$ cat src/rtl/sc01_pkg.sv
// Shared types and constants for the SC-01 phoneme sequencer.
package sc01_pkg;

    typedef enum logic [2:0] {
        StIdle,
        StLoad,
        StLatch,
        StWaitAck,
        StWaitDone
    } sc01_state_e;

    localparam logic [5:0] PH_STOP = 6'd63;

    // Field positions inside a command byte.
    localparam int unsigned PH_LSB    = 0;
    localparam int unsigned PH_MSB    = 5;
    localparam int unsigned PITCH_LSB = 6;
    localparam int unsigned PITCH_MSB = 7;

endpackage

$ cat src/rtl/sc01_cmd_fifo.sv
// Circular command FIFO with wrapping pointers and a separate occupancy counter.
module sc01_cmd_fifo #(
    parameter int unsigned DEPTH = 8,
    parameter int unsigned WIDTH = 8
) (
    input  logic                     clk,
    input  logic                     reset_n,
    input  logic                     push,
    input  logic [WIDTH-1:0]         wr_data,
    input  logic                     pop,
    input  logic                     flush,
    output logic [WIDTH-1:0]         rd_data,
    output logic                     full,
    output logic                     empty,
    output logic [$clog2(DEPTH):0]   level
);

    localparam int unsigned PTR_W = $clog2(DEPTH);
    localparam int unsigned LVL_W = PTR_W + 1;

    logic [WIDTH-1:0] mem [DEPTH];
    logic [PTR_W-1:0] wr_ptr_q;
    logic [PTR_W-1:0] rd_ptr_q;
    logic [LVL_W-1:0] level_q;
    logic             push_ok;
    logic             pop_ok;

    assign full    = (level_q == LVL_W'(DEPTH));
    assign empty   = (level_q == '0);
    assign level   = level_q;
    assign rd_data = mem[rd_ptr_q];

    // Writes into a full queue and pops from an empty one are ignored.
    assign push_ok = push && !full && !flush;
    assign pop_ok  = pop && !empty && !flush;

    always_ff @(posedge clk) begin
        if (push_ok) begin
            mem[wr_ptr_q] <= wr_data;
        end
    end

    always_ff @(posedge clk or negedge reset_n) begin
        if (!reset_n) begin
            wr_ptr_q <= '0;
            rd_ptr_q <= '0;
            level_q  <= '0;
        end else if (flush) begin
            wr_ptr_q <= '0;
            rd_ptr_q <= '0;
            level_q  <= '0;
        end else begin
            if (push_ok) begin
                wr_ptr_q <= wr_ptr_q + 1'b1;
            end
            if (pop_ok) begin
                rd_ptr_q <= rd_ptr_q + 1'b1;
            end
            case ({push_ok, pop_ok})
                2'b10:   level_q <= level_q + 1'b1;
                2'b01:   level_q <= level_q - 1'b1;
                default: level_q <= level_q;
            endcase
        end
    end

endmodule

$ cat src/rtl/sc01_phoneme_sequencer.sv
// Queues phoneme commands and plays them one at a time into the SC-01 player
// using the LatchCde / AR handshake.
module sc01_phoneme_sequencer #(
    parameter int unsigned DEPTH       = 8,
    parameter int unsigned LATCH_W     = 2,
    parameter int unsigned ACK_TIMEOUT = 16
) (
    input  logic                   clk,
    input  logic                   reset_n,
    input  logic                   wr_en,
    input  logic [7:0]             wr_data,
    input  logic                   flush,
    input  logic                   AR,
    output logic [5:0]             PhCde,
    output logic [1:0]             Pitch,
    output logic                   LatchCde,
    output logic                   full,
    output logic [$clog2(DEPTH):0] level,
    output logic                   busy,
    output logic                   timeout_err
);

    import sc01_pkg::*;

    localparam int unsigned LAT_CW = $clog2(LATCH_W + 1);
    localparam int unsigned TO_CW  = $clog2(ACK_TIMEOUT + 1);

    sc01_state_e       state_q, state_d;
    logic [LAT_CW-1:0] lat_cnt_q, lat_cnt_d;
    logic [TO_CW-1:0]  to_cnt_q, to_cnt_d;
    logic [5:0]        ph_q, ph_d;
    logic [1:0]        pitch_q, pitch_d;
    logic              latch_q, latch_d;
    logic              ar_seen_q, ar_seen_d;
    logic              terr_q, terr_d;

    logic              pop;
    logic              fifo_empty;
    logic [7:0]        rd_data;

    sc01_cmd_fifo #(
        .DEPTH (DEPTH),
        .WIDTH (8)
    ) u_fifo (
        .clk     (clk),
        .reset_n (reset_n),
        .push    (wr_en),
        .wr_data (wr_data),
        .pop     (pop),
        .flush   (flush),
        .rd_data (rd_data),
        .full    (full),
        .empty   (fifo_empty),
        .level   (level)
    );

    always_comb begin
        state_d   = state_q;
        lat_cnt_d = lat_cnt_q;
        to_cnt_d  = to_cnt_q;
        ph_d      = ph_q;
        pitch_d   = pitch_q;
        latch_d   = latch_q;
        ar_seen_d = ar_seen_q;
        terr_d    = terr_q;
        pop       = 1'b0;

        case (state_q)
            StIdle: begin
                if (!flush && !fifo_empty && AR) begin
                    state_d = StLoad;
                end
            end
            StLoad: begin
                if (flush) begin
                    state_d = StIdle;
                end else begin
                    pop       = 1'b1;
                    ph_d      = rd_data[PH_MSB:PH_LSB];
                    pitch_d   = rd_data[PITCH_MSB:PITCH_LSB];
                    ar_seen_d = 1'b0;
                    if (rd_data[PH_MSB:PH_LSB] == PH_STOP) begin
                        state_d = StIdle;
                    end else begin
                        state_d   = StLatch;
                        lat_cnt_d = LAT_CW'(LATCH_W);
                    end
                end
            end
            StLatch: begin
                // The first LATCH cycle only arms the registered pulse, so the
                // code has been stable a full cycle before LatchCde rises.
                if (flush) begin
                    state_d = StIdle;
                    latch_d = 1'b0;
                end else begin
                    if (!AR) begin
                        ar_seen_d = 1'b1;
                    end
                    if (lat_cnt_q != '0) begin
                        latch_d   = 1'b1;
                        lat_cnt_d = lat_cnt_q - 1'b1;
                    end else begin
                        latch_d  = 1'b0;
                        state_d  = StWaitAck;
                        to_cnt_d = TO_CW'(ACK_TIMEOUT);
                    end
                end
            end
            StWaitAck: begin
                if (flush) begin
                    state_d = StIdle;
                end else if (!AR || ar_seen_q) begin
                    state_d = StWaitDone;
                end else if (to_cnt_q <= TO_CW'(1)) begin
                    terr_d  = 1'b1;
                    state_d = StIdle;
                end else begin
                    to_cnt_d = to_cnt_q - 1'b1;
                end
            end
            StWaitDone: begin
                // Not abortable: the player runs the phoneme to completion.
                if (AR) begin
                    state_d = StIdle;
                end
            end
            default: state_d = StIdle;
        endcase

        if (flush) begin
            terr_d = 1'b0;
        end
    end

    always_ff @(posedge clk or negedge reset_n) begin
        if (!reset_n) begin
            state_q   <= StIdle;
            lat_cnt_q <= '0;
            to_cnt_q  <= '0;
            ph_q      <= '0;
            pitch_q   <= '0;
            latch_q   <= 1'b0;
            ar_seen_q <= 1'b0;
            terr_q    <= 1'b0;
        end else begin
            state_q   <= state_d;
            lat_cnt_q <= lat_cnt_d;
            to_cnt_q  <= to_cnt_d;
            ph_q      <= ph_d;
            pitch_q   <= pitch_d;
            latch_q   <= latch_d;
            ar_seen_q <= ar_seen_d;
            terr_q    <= terr_d;
        end
    end

    assign PhCde       = ph_q;
    assign Pitch       = pitch_q;
    assign LatchCde    = latch_q;
    assign timeout_err = terr_q;
    assign busy        = (state_q != StIdle) || !fifo_empty;

endmodule

$ cat config.mk
export PLATFORM = sky130hd
export DESIGN_NAME = sc01_phoneme_sequencer
export DESIGN_NICKNAME = d
export VERILOG_FILES = /design/src/rtl/sc01_pkg.sv /design/src/rtl/sc01_cmd_fifo.sv /design/src/rtl/sc01_phoneme_sequencer.sv
export SDC_FILE = /design/constraint.sdc
export NUM_CORES = 1
export LEC_CHECK = 0
export CAP_MARGIN = 20
export CORE_ASPECT_RATIO = 1.25
export CORE_UTILIZATION = 63
export DETAILED_ROUTE_END_ITERATION = 16
export PLACE_DENSITY = 0.85
export SLEW_MARGIN = 20
export SYNTH_ARGS = -nofsm -noshare
export SYNTH_HDL_FRONTEND = slang
export SYNTH_SLANG_ARGS = --single-unit
$ cat constraint.sdc
create_clock -name clk -period 6.9 [get_ports clk]
set_input_delay 1.38 -clock clk [delete_from_list [all_inputs] [get_ports clk]]
set_output_delay 1.38 -clock clk [all_outputs]
set_load 0.03 [all_outputs]
## Word level (Yosys, flattened, before mapping)

Memories as Yosys holds them, arrays and structs flattened.
Index checks and enable logic that the tools add are counted.

- Input bits: 13
- Logic and storage cells: 112
- Memories kept: 1
- Bits in registers: 31
- Bits in writable memories: 64
- Output and inout bits: 16

Memory list:

| memory | words | bits a word | read ports | clocked after memory_dff | wr ports | line | source |
|---|---|---|---|---|---|---|---|
| u_fifo.mem | 8 | 8 | 1 | 0 | 1 | sc01_cmd_fifo.sv:21 | `logic [WIDTH-1:0] mem [DEPTH];` |

- Add/sub/neg operators: 6
- Reduce and logical (&&, ||, !) cells: 29
- Order comparisons: 1
- Multiplexer cells: 41
- Equal/unequal tests: 22
- Bitwise operators: 1

Operators by type and width:

| operator | count |
|---|---|
| $mux 3 | 11 |
| $mux 5 | 5 |
| $ne 2x2->1 const B | 12 |
| $pmux 3 s5 | 1 |
| $reduce_bool 2->1 | 7 |
| $mux 1 | 13 |
| $mux 2 | 6 |
| $pmux 5 s2 | 1 |
| $pmux 4 s2 | 1 |
| $reduce_and 4->1 | 2 |
| $add 3x1->3 const B | 2 |
| $eq 3x2->1 const B | 2 |
| $eq 6x6->1 const B | 1 |
| $logic_and 1x1->1 | 6 |
| $reduce_and 6->1 | 1 |
| $reduce_bool 3->1 | 2 |
| $le 5x1->1 const B | 1 |
| $reduce_and 5->1 | 1 |
| $sub 5x1->5 const B | 1 |
| $add 4x1->4 const B | 1 |
| $eq 4x4->1 const B | 1 |
| $logic_not 1->1 | 4 |
| $logic_not 4->1 | 1 |
| $mux 4 | 1 |
| other kinds (15) | 16 |

## Logic depth before layout (Yosys ltp)

Gate-level depths: netlist of run 1.

- Depth in word-level cells: 7
- Depth in mapped cells: 11
- Gate-level depth less buffers: 9

## Modules after synthesis

From an unflattened synthesis of run 1, not the netlist that was laid out.

- Cell total of the unflattened synthesis: 272
- Area total of the unflattened synthesis: 4227.8 sq um

By module, submodules not included:

| module | times used | area an instance (sq um) | cells each |
|---|---|---|---|
| sc01_cmd_fifo | 1 | 3105.5 | 171 |
| sc01_phoneme_sequencer | 1 | 1122.3 | 101 |

## Least setup slack after synthesis of run 1

No wires, ideal clock.

- Path kind: input-to-reg
- From: in flush
- To: reg u_fifo.level_q[3], in the netlist u_fifo.level[3]
- Arrival time: 3.725 ns
- Stages: 10
- Path buffers: 2
- Setup time: 0.130 ns
- Setup slack: 3.045 ns
- Data required time: 6.770 ns
- Cells stage by stage: or4b_4 clkbuf_1 clkbuf_1 nor3_1 ha_1 a21o_1 a21oi_1 mux2i_1 a32oi_1 nand3_1

- Longest elaborated chain between the ends: 7
- Elaborated cells on any way between the ends: 11
- Classes of those cells: eq/ne: 2; mux: 4; reduce/logical: 5

RTL lines:

| what | line | source |
|---|---|---|
| from (decl) | sc01_phoneme_sequencer.sv:12 | `input logic flush,` |
| $mux 1 | sc01_phoneme_sequencer.sv:75 | `if (flush) begin` |
| $mux 1 | sc01_phoneme_sequencer.sv:68 | `case (state_q)` |
| $logic_and 1x1->1 (2 in series) | sc01_cmd_fifo.sv:35 | `assign pop_ok = pop && !empty && !flush;` |
| $eq 2x1->1 / $eq 2x2->1 (equally long branches) | sc01_cmd_fifo.sv:59 | `case ({push_ok, pop_ok})` |
| $pmux 4 s2 | sc01_cmd_fifo.sv:59 |  |
| $mux 4 | sc01_cmd_fifo.sv:48 | `end else if (flush) begin` |
| to (signal assigned) | sc01_cmd_fifo.sv:60 | `2'b10: level_q <= level_q + 1'b1;` |
| to (signal assigned) | sc01_cmd_fifo.sv:61 | `2'b01: level_q <= level_q - 1'b1;` |
| to (signal assigned) | sc01_cmd_fifo.sv:62 | `default: level_q <= level_q;` |
| to (decl) | sc01_cmd_fifo.sv:24 | `logic [LVL_W-1:0] level_q;` |

Several ways; a longest one is shown, not always the timed one.
A chain may end at the register's enable or synchronous reset.

## Worst setup path after layout of run 1

Same ends and word-level chain as after synthesis.

==> impl_results.md, run 1 <==
* Status: completed
* Post-CTS setup buffer count at 0
* Top cell family by delay on the critical path: simple AND/OR/NAND/NOR gates
* Post-CTS Resized at 0
* Crit path largest cell delay at between 0.8 and 0.9 ns
* Port Buffers at 28
* Clk pin slew, worst setup/hold paths at 0.09 ns
* Hold_buf cts at 0
* Core area at 0.00657 mm²
* Core Util, Final at 0.728
* Ports at 29
* Crit. End Element: flip-flop
* Worst path slowest cell: or4b_4
* Cell Rows at 33
* Count of cell types in the netlist at 54
* Initial DRC Count at approximately 110
* CTS max path bufs at 2
* Final period util at 0.649
* Setup Viol. Count Final at 0
* Flop pwr share at 0.475
* Critical path data arrival time at about 4.7 ns
* Synth Cell Area at ~0.0043 mm²
* Worst-skew pair later-pin latency at around 0.37 ns
* Final WL at between 7000 and 8000 µm
* Gr ovfl total at 0
* DRT antenna net count at 0
* CP max FO at 22
* Synth Register Bits at 95
* Tightest Pin Transition at slightly above 0.9 ns
* Worst reg-to-reg setup slack at around 4 ns
* DP HPWL at roughly 5000 µm
* Die height at roughly 94 µm
* GRT Total Usage at 0.242
* Clk_skew at between 0.006 and 0.007 ns
* Die footprint at between 0.007 and 0.008 mm²
* Ant. Diodes at 0
* Crit Path Class: in2reg
* Via count at around 2500
* Maximum vdd drop at between 0.15 and 0.2 mV
* Drt drc at 0
* Count leader, synth: edfxtp_1
* Hold Path Class: reg2reg
* Cell internal pwr at ~1100 µW
* Switching power at ~550 µW
* Final nets at roughly 340
* CTS Buf Count at 9
* Worst hold start: LatchCde$_DFFE_PN0P_
* Clock tree sinks at 95
* DR WL/cell at approximately 18 µm
* Ys async rst share at 0.326
* Lkg Pwr at 0.00173 µW
* Synth Area per Inst at between 10 and 15 µm²
* Largest net degree at the start of global routing at 32
* CTS root buffer: clkbuf_8
* Max_cap viols at 0
* Prevailing post-synth register cell: edfxtp_1
* Crit path time final at 4.48 ns
* Worst EP required at 7.15 ns
* Vias per cell at slightly above 6
* Worst relative slew slack at 0.389
* Total Power at 1630 µW
* CTS tree: yes
* Hold WS at 0.499 ns
* Pre-antenna DRT Iters at 4
* Hold Path Sink: LatchCde$_DFFE_PN0P_
* Die W at about 76 µm
* Final GP Congestion at around 0.83
* Share of post-route cells with drive strength above 1 at 0.0833
* Worst r2r dst: u_fifo.level[3]$_DFFE_PN0P_
* RSZ-0062 raised after global routing: false
* CP cell instances: clkdlybuf4s50_1 > or4b_4 > nor3_1 > ha_1 > a21o_1 > a21oi_1 > mux2i_1 > a32oi_1 > nand3_1
* Number of global-route vias before repair at 2391
* First-pass GRT wire length at between 10000 and 15000 µm
* Peak Freq at 223 MHz
* Post-synth top area share at 0.450
* WHS Path Cells at 1
* Post-Synthesis Cells at between 200 and 300
* Synthesis Warnings at 0
* Fin Setup TNS at 0 ns
* CP bufs+invs at 1
* Clock share of power at 0.223
* Initial antenna violation count at 0
* Final Hold Fails at 0
* Synth cell count leaders: edfxtp_1 (64), dfrtp_1 (31), nand2_1 (28)
* Main area contributors after synthesis: edfxtp_1 (45%), dfrtp_1 (18%), mux4_1 (9.2%)
* Combinational power share at 0.301
* CTS HTree Levels at 3
* Final std cells w/o fill at slightly above 400
* EDFF count, synth at 64
* Sequential area share after synthesis at 0.632
* Leading area contributor after synthesis: edfxtp_1
* Total nets after synthesis at about 310
* Worst r2r src: state_q[1]$_DFFE_PN0P_
* R2R depth at 8
* Crit start category: primary input
* Area growth syn-to-layout at 11.9%
* Crit path launch: flush
* Switching power share of the total at 0.339
* Max-slew violation count at 0
* Initial core utilization at 0.650
* Fill cells at about 420
* Power Dens Cells at 341 mW/mm²
* Placed cell count at a little under 400
## state kept, by name (all words and copies together) (netlist names)
register	flops
ar_seen_q	1
u_fifo.wr_ptr_q	3
Pitch	2
u_fifo.level	4
LatchCde	1
to_cnt_q	5
state_q	3
PhCde	6
u_fifo.rd_ptr_q	3
u_fifo.mem	64
lat_cnt_q	2
timeout_err	1
## layout by cell type (no fill, tap or decap), types with 2 or more instances in the layout
cell	n
clkdlybuf4s50_1	28
mux2i_1	11
inv_1	8
nand3_1	6
o21ai_0	13
xnor2_1	2
nor3_1	13
or3_1	3
a22oi_1	2
o31ai_1	2
edfxtp_1	64
o21ai_1	2
nor4_1	3
a31oi_1	3
mux4_1	15
nor2_1	17
a21oi_1	6
xor2_1	5
a211oi_1	3
clkbuf_8	9
dfrtp_1	31
a21o_1	3
o211ai_1	4
ha_1	7
nand2_1	28
clkinv_1	2
buf_4	5
## power by group through the flow
stage / clock network, µW / logic (µW) / registers [µW]
global placement: 0 / 478 / 783
detailed placement: 0 / 492 / 788
finish: 364 / 491 / 774
CTS: 369 / 493 / 775
global route: 389 / 540 / 788
floorplan: 0 / 339 / 801
## worst register-to-register path: cells and delay by family (launching register included)
kind                       cells  cell delay [ns]
AOI/OAI and AO/OA              3             0.71
adders and majority gates      1             0.32
DFF                            1             0.50
muxes                          1             0.13
and+or+nand+nor                3             1.21
## metal layers
metal | part of all wire | track usage
met4 | 0.018 | 0.102
met1 | 0.41 | 0.301
met3 | 0.039 | 0.0515
met5 | 0 | 0
met2 | 0.53 | 0.405
## kinds of logic after synthesis
kind of cell / after synthesis / synth area share
muxes: 28 / 0.126
buffers and inverters: 23 / 0.0343
xor gates and xnor gates: 7 / 0.0144
AOI/OAI and AO/OA: 45 / 0.0677
and+or+nand+nor: 84 / 0.101
DFF: 95 / 0.632
adders and majority gates: 8 / 0.0252
## per-stage QoR
stage	worst slack, ns	cell area, µm²
after floorplan	3.04	4270
after global placement	2.18	4580
after detailed placement	2.08	4580
after CTS	2.46	4780
after global routing	2.19	4780
final	2.42	4780
## final cells by class
class | instances | area, µm² | share of cell area
Clock buffer | 9 | 124 | 0.0259
Clock inverter | 6 | 70.1 | 0.0147
Inverter | 9 | 33.8 | 0.00707
Multi-Input combinational cell | 172 | 1430 | 0.299
Sequential cell | 95 | 2700 | 0.565
Tap cell | 87 | 109 | 0.0228
Timing Repair Buffer | 33 | 318 | 0.0665
## how the worst max path moves through the flow
stage                             endpoint  slack (ns)  cells past startpoint
6_report       u_fifo.level[3]$_DFFE_PN0P_        2.42                      9
5_1_grt        u_fifo.level[3]$_DFFE_PN0P_        2.19                      9
4_1_cts        u_fifo.level[3]$_DFFE_PN0P_        2.46                      9
3_5_place_dp   u_fifo.level[3]$_DFFE_PN0P_        2.08                      9
3_3_place_gp   u_fifo.level[3]$_DFFE_PN0P_        2.18                      9
2_1_floorplan  u_fifo.level[3]$_DFFE_PN0P_        3.04                     10
Power figures use the tool's default switching activity.
==> run 2, diff against run 1 <==
- CORE_UTILIZATION: 63 -> 58
- PLACE_DENSITY: 0.85 -> 0.8
- clock period: 6.9 -> 4.45 ns (I/O delays scaled with it)
==> run 2 against run 1 <==
  * Combinational power is 55% higher
  * Sequential share of layout area is 0.059 points higher
  * Non-clock buffer count is 1 higher
  * Worst setup slack worse by 1.4 ns
  * Total power is 52% higher
  * Largest cell class unchanged
  * Highest routed layer unchanged
==> impl_results.md, run 2 (same netlist as run 1, synthesis figures left out) <==
* Crit Path Class: in2reg
* CTS tree: yes
* Number of global-route vias before repair at 2417 (+1.1%)
* Most frequent cells in the layout: edfxtp_1 (64), dfrtp_1 (31), nand2_1 (28), clkdlybuf4s50_1 (28), nor2_1 (17)
* Flop pwr share at 0.484 (+0.009)
* Commonest non-fill, non-tap cell in the layout: edfxtp_1
* Hold Path Class: reg2reg
* Post-CTS setup buffer count at 0 (unchanged)
* Die W at 78.7 µm (+4.1%)
* Hold WS at 0.493 ns (-0.00652 ns)
* Worst setup margin at 1.03 ns (-1.40 ns)
* Peak Freq at just under 300 MHz
* Final period util at 0.769
* Clock tree sinks at 95 (unchanged)
* Critical path data arrival time at 3.65 ns (-1.08 ns)
* Initial core utilization at 0.605 (-0.0458)
* Fill cells at 519 (+23%)
* Via count at 2492 (+0.12%)
* CTS max path bufs at 2 (unchanged)
* Pre-antenna DRT Iters at 4 (unchanged)
* CP max FO at 21 (-4.5%)
* Largest net degree at the start of global routing at 32 (unchanged)
* WL met3 at 252 µm (-15%)
* Fin Setup TNS at 0 ns (unchanged)
* First-pass GRT wire length at 12000 µm (+1.7%)
* Final nets at 342 (+0.29%)
* Worst-skew pair later-pin latency at 0.36 ns (about the same)
* CTS Buf Count at 9 (unchanged)
* Ports at 29 (unchanged)
* Area growth syn-to-layout at 11.8%
* Post-CTS Resized at 0 (unchanged)
* Power Dens Cells at 519 mW/mm² (+52%)
* CTS root buffer: clkbuf_8
* Max-slew violation count at 0 (unchanged)
* RSZ-0062 raised after global routing: false
* Maximum vdd drop at 0.300 mV (+59%)
* Lkg Pwr at 0.00172 µW (-0.15%)
* Drt drc at 0 (unchanged)
* Met2 routed WL at 3970 µm (-0.43%)
* Max reg flops at 64 (unchanged)
* GRT Total Usage at 0.211 (-0.0307)
* Cell internal pwr at 1620 µW (+50%)
* Top reg by flops: u_fifo.mem
* Worst EP required at 4.68 ns (-2.47 ns)
* Initial DRC Count at 145 (+27%)
* Top sig layer: met4
* Cell Rows at 34 (+3.0%)
* Die footprint at 0.00771 mm² (+8.4%)
* Gr ovfl total at 0 (unchanged)
* Vias per cell at 5.99 (-1.1%)
* Crit path time final at around 3.4 ns
* Tightest Pin Transition at 0.932 ns (+0.0154 ns)
* Switching power at 862 µW (+56%)
* Crit start category: primary input
* Status: completed
* Combinational power share at 0.308 (+0.007)
* DP HPWL at 5160 µm (+3.2%)
* Hold_buf cts at 0 (unchanged)
* DRT antenna net count at 0 (unchanged)
* Worst relative slew slack at 0.378 (-0.0103)
* Final Hold Fails at 0 (unchanged)
* Ant. Diodes at 0 (unchanged)
* Pre-CTS setup slack at 0.694 ns (-1.39 ns)
* Share of post-route cells with drive strength above 1 at 0.0920 (+0.00869)
* Final WL at 7490 µm (-0.49%)
* Core area at 0.00706 mm² (+7.6%)
* Switching power share of the total at 0.348 (+0.00887)
* Max_cap viols at 0 (unchanged)
* Initial antenna violation count at 0 (unchanged)
* CTS HTree Levels at 3 (unchanged)
* Port Buffers at 28 (unchanged)
* DR WL/cell at 18.0 µm (-1.7%)
* Final GP Congestion at 0.825 (-0.55%)
* Clk pin slew, worst setup/hold paths at 0.10 ns (about the same)
* Setup Viol. Count Final at 0 (unchanged)
* Die height at 97.9 µm (+4.1%)
* Metal-1 WL at 3110 µm (about the same)
* Crit. End Element: flip-flop
* Clock share of power at 0.208 (-0.015)
* Clk_skew at 0.00949 ns (+0.00299 ns)
-- run 2: cell count changes in the layout (fill, tap and decap cells not counted) --
cell        delta
clkinv_2       +2
buf_4          +1
bufinv_16      -1
clkinv_1       -1
clkinv_4       -1
clkinvlp_4     +1
inv_6          +1
-- run 2: power by group through the flow --
stage,sequential [µW],clock (µW),combinational [µW]
final,1200,516,763
after global routing,1220,561,834
after CTS,1200,528,769
after detailed placement,1220,0,768
after global placement,1220,0,746
after floorplan,1240,0,526
-- run 2: area by class of cell --
cell class                 instances  area, µm²  area share
inverter                           9       33.8     0.00708
timing repair buffer              34        325      0.0682
clock inverter                     7       53.8      0.0113
clock buffer                       9        124      0.0260
tap                               90        113      0.0236
sequential                        95       2700       0.565
multi-input combinational        172       1430       0.299
-- run 2: per-layer routing --
layer / track usage / vias to the layer above
met2: 0.355 / 48
met3: 0.0393 / 10
met5: 0 / -
met1: 0.269 / 1251
li1: - / 1183
met4: 0.0869 / 0
-- run 2: path summary, 6_finish.rpt --
check	from	to	slack, ns	cells past startpoint
min in group asynchronous	reset_n	PhCde[5]$_DFFE_PN0P_	0.92	2
max in group asynchronous	reset_n	u_fifo.level[3]$_DFFE_PN0P_	3.24	2
setup / recovery	flush	u_fifo.level[3]$_DFFE_PN0P_	1.03	9
hold reg to reg	LatchCde$_DFFE_PN0P_	LatchCde$_DFFE_PN0P_	0.49	1
setup reg to reg	state_q[1]$_DFFE_PN0P_	u_fifo.level[3]$_DFFE_PN0P_	1.50	8
hold / removal	LatchCde$_DFFE_PN0P_	LatchCde$_DFFE_PN0P_	0.49	1
-- run 2: worst max-delay path, stage by stage --
cell	delay, ns
clkdlybuf4s50_1	0.44
or4b_4	0.68
nor3_1	0.43
ha_1	0.32
a21o_1	0.18
a21oi_1	0.28
mux2i_1	0.12
a32oi_1	0.21
nand3_1	0.10
-- run 2: metrics by stage --
step | cell area [µm²] | total power [µW] | instances | utilization
floorplan | 4270 | 1770 | 290 | -
global placement | 4600 | 1960 | 400 | 0.651
detailed placement | 4600 | 1990 | 400 | 0.651
CTS | 4770 | 2500 | 416 | 0.676
global route | 4770 | 2620 | 416 | 0.676
finish | 4770 | 2480 | 416 | 0.676
==> run 3, diff against run 2 <==
- clock period: 4.45 -> 3.3 ns (I/O delays scaled with it)
==> run 3 against run 2 <==
  * Final area increased by 2.3%
  * Sequential power increased by 34%
  * Global-route usage grew 1.3 points
  * Non-clock buffer count grew 10
  * Total power grew 40%
  * Clock power is 52% higher
  * Combinational power increased by 42%
  * Register-to-register slack worse by 0.83 ns
  * Die area unchanged
  * Largest cell class unchanged
  * Largest power group unchanged
==> impl_results.md, run 3 (same netlist as run 1, synthesis figures left out) <==
* Worst relative slew slack at 0.471 (+0.0929)
* CTS max path bufs at 2 (unchanged)
* CP max FO at 3 (-86%)
* CTS HTree Levels at 3 (unchanged)
* WL met3 at 176 µm (-30%)
* Most frequent cells in the layout: edfxtp_1 (64), dfrtp_1 (31), nand2_1 (28), clkdlybuf4s50_1 (28), nor2_1 (17)
* Final Hold Fails at 0 (unchanged)
* Final WL at 7780 µm (+3.8%)
* Crit start category: primary input
* First-pass GRT wire length at 12600 µm (+5.0%)
* Post-CTS setup buffer count at 0 (unchanged)
* Tightest Pin Transition at 0.787 ns (-0.145 ns)
* Worst EP required at 3.55 ns (-1.13 ns)
* Crit path launch: flush
* RSZ-0062 raised after global routing: false
* Fin Setup TNS at 0 ns (unchanged)
* Die height at 97.9 µm (unchanged)
* Hold Path Class: reg2reg
* Max-slew violation count at 0 (unchanged)
* Clock tree sinks at 95 (unchanged)
* Worst hold start: Pitch[0]$_DFFE_PN0P_
* Status: completed
* Initial antenna violation count at 0 (unchanged)
* Lkg Pwr at 0.00179 µW (+4.1%)
* Worst path slowest cell: or4b_4
* Gr ovfl total at 0 (unchanged)
* Vias per cell at 5.92 (-1.1%)
* Crit Path Class: in2reg
* Share of post-route cells with drive strength above 1 at 0.119 (+0.0270)
* Crit path largest cell delay at 0.54 ns (-0.14 ns)
* Core area at 0.00706 mm² (unchanged)
* Hold_buf cts at 0 (unchanged)
* Cell Rows at 34 (unchanged)
* DRT antenna net count at 0 (unchanged)
* Pre-antenna DRT Iters at 4 (unchanged)
* Clk_skew at 0.00987 ns (+0.000375 ns)
* CTS tree: yes
* Maximum vdd drop at 0.353 mV (+18%)
* Final nets at 352 (+2.9%)
* CTS Buf Count at 9 (unchanged)
* CP bufs+invs at 1 (unchanged)
* DR WL/cell at 18.3 µm (+1.4%)
* Post-CTS Resized at 0 (unchanged)
* Max_cap viols at 0 (unchanged)
* Worst r2r src: state_q[1]$_DFFE_PN0P_
* Metal-1 WL at 3050 µm (-2.1%)
* Max reg flops at 64 (unchanged)
* Largest net degree at the start of global routing at 32 (unchanged)
* Via count at 2524 (+1.3%)
* Power Dens Cells at 713 mW/mm² (+37%)
* Die W at 78.7 µm (unchanged)
* Top sig layer: met4
* DP HPWL at 5370 µm (+4.0%)
* Area growth syn-to-layout at 14.4%
* Fill cells at 489 (-5.8%)
* Top cell family by delay on the critical path: simple AND/OR/NAND/NOR gates
* CP cell instances: clkdlybuf4s50_1 > or4b_4 > nor3_1 > ha_1 > a21o_1 > a21oi_1 > mux2i_1 > a32oi_1 > nand3_1
* Port Buffers at 28 (unchanged)
* Number of global-route vias before repair at 2606 (+7.8%)
* Top reg by flops: u_fifo.mem
* CTS root buffer: clkbuf_8
* GRT Total Usage at 0.224 (+0.0131)
* Ant. Diodes at 0 (unchanged)
* Clk pin slew, worst setup/hold paths at 0.10 ns (about the same)
* Setup Viol. Count Final at 0 (unchanged)
* Final GP Congestion at 0.839 (+1.7%)
* Drt drc at 0 (unchanged)
* Crit path time final at roughly 2.8 ns
* Critical path data arrival time at 3.08 ns (-0.57 ns)
* Crit. End Element: flip-flop
* Initial DRC Count at 111 (-23%)
* Met2 routed WL at 4340 µm (+9.3%)
* Initial core utilization at 0.605 (unchanged)
* Commonest non-fill, non-tap cell in the layout: edfxtp_1
* Hold WS at 0.489 ns (-0.00418 ns)
* Die footprint at 0.00771 mm² (unchanged)
* Final period util at 0.858
* Worst-skew pair later-pin latency at 0.37 ns (about the same)
* Peak Freq at ~350 MHz
* Ports at 29 (unchanged)
-- run 3: cell types whose count changed in the layout (fill, tap and decap cells not counted) --
| cell | delta |
|---|---|
| clkinvlp_4 | -2 |
| inv_8 | +1 |
| clkinv_2 | -2 |
| inv_12 | +1 |
| clkinv_8 | +2 |
| buf_4 | +10 |
-- run 3: metal layers --
layer	global-route usage	up-vias
met5	0	-
met4	0.103	0
met3	0.0421	15
met2	0.405	41
met1	0.252	1266
li1	-	1202
-- run 3: final timing paths --
check	end	slack, ns	cells after the start
setup / recovery	u_fifo.level[3]$_DFFE_PN0P_	0.47	9
hold / removal	Pitch[0]$_DFFE_PN0P_	0.49	2
setup reg to reg	u_fifo.level[3]$_DFFE_PN0P_	0.67	8
hold reg to reg	Pitch[0]$_DFFE_PN0P_	0.49	2
max in group asynchronous	PhCde[3]$_DFFE_PN0P_	2.32	2
min in group asynchronous	to_cnt_q[1]$_DFFE_PN0P_	0.69	2
-- run 3: power breakdown --
group | switching (µW) | internal (µW) | leakage (µW)
registers | 192 | 1420 | 0.000978
logic | 572 | 513 | 0.000709
clock network | 474 | 313 | 0.000107
total | 1240 | 2240 | 0.00179
-- run 3: layout make-up --
type | count | area [µm²] | area share
Clock buffer | 9 | 124 | 0.0254
Timing Repair Buffer | 44 | 400 | 0.0820
Inverter | 9 | 33.8 | 0.00692
Clock inverter | 7 | 88.8 | 0.0182
Multi-Input combinational cell | 172 | 1430 | 0.292
Sequential cell | 95 | 2700 | 0.552
Tap cell | 90 | 113 | 0.0231
-- run 3: worst reg2reg max path, cell delays in order (launching register included) --
cell     delay [ns]
dfrtp_1        0.50
or4b_4         0.56
nor3_1         0.27
ha_1           0.28
a21o_1         0.18
a21oi_1        0.28
mux2i_1        0.12
a32oi_1        0.23
nand3_1        0.10
-- run 3: per-stage QoR --
stage | worst slack (ns) | instance area [µm²] | cells | utilization | power [µW]
floorplan | 0.165 | 4270 | 290 | - | 2380
finish | 0.469 | 4880 | 426 | 0.692 | 3480
global route | 0.371 | 4880 | 426 | 0.692 | 3660
global placement | 0.186 | 4670 | 410 | 0.661 | 2680
detailed placement | 0.108 | 4670 | 410 | 0.661 | 2720
CTS | 0.493 | 4880 | 426 | 0.692 | 3500
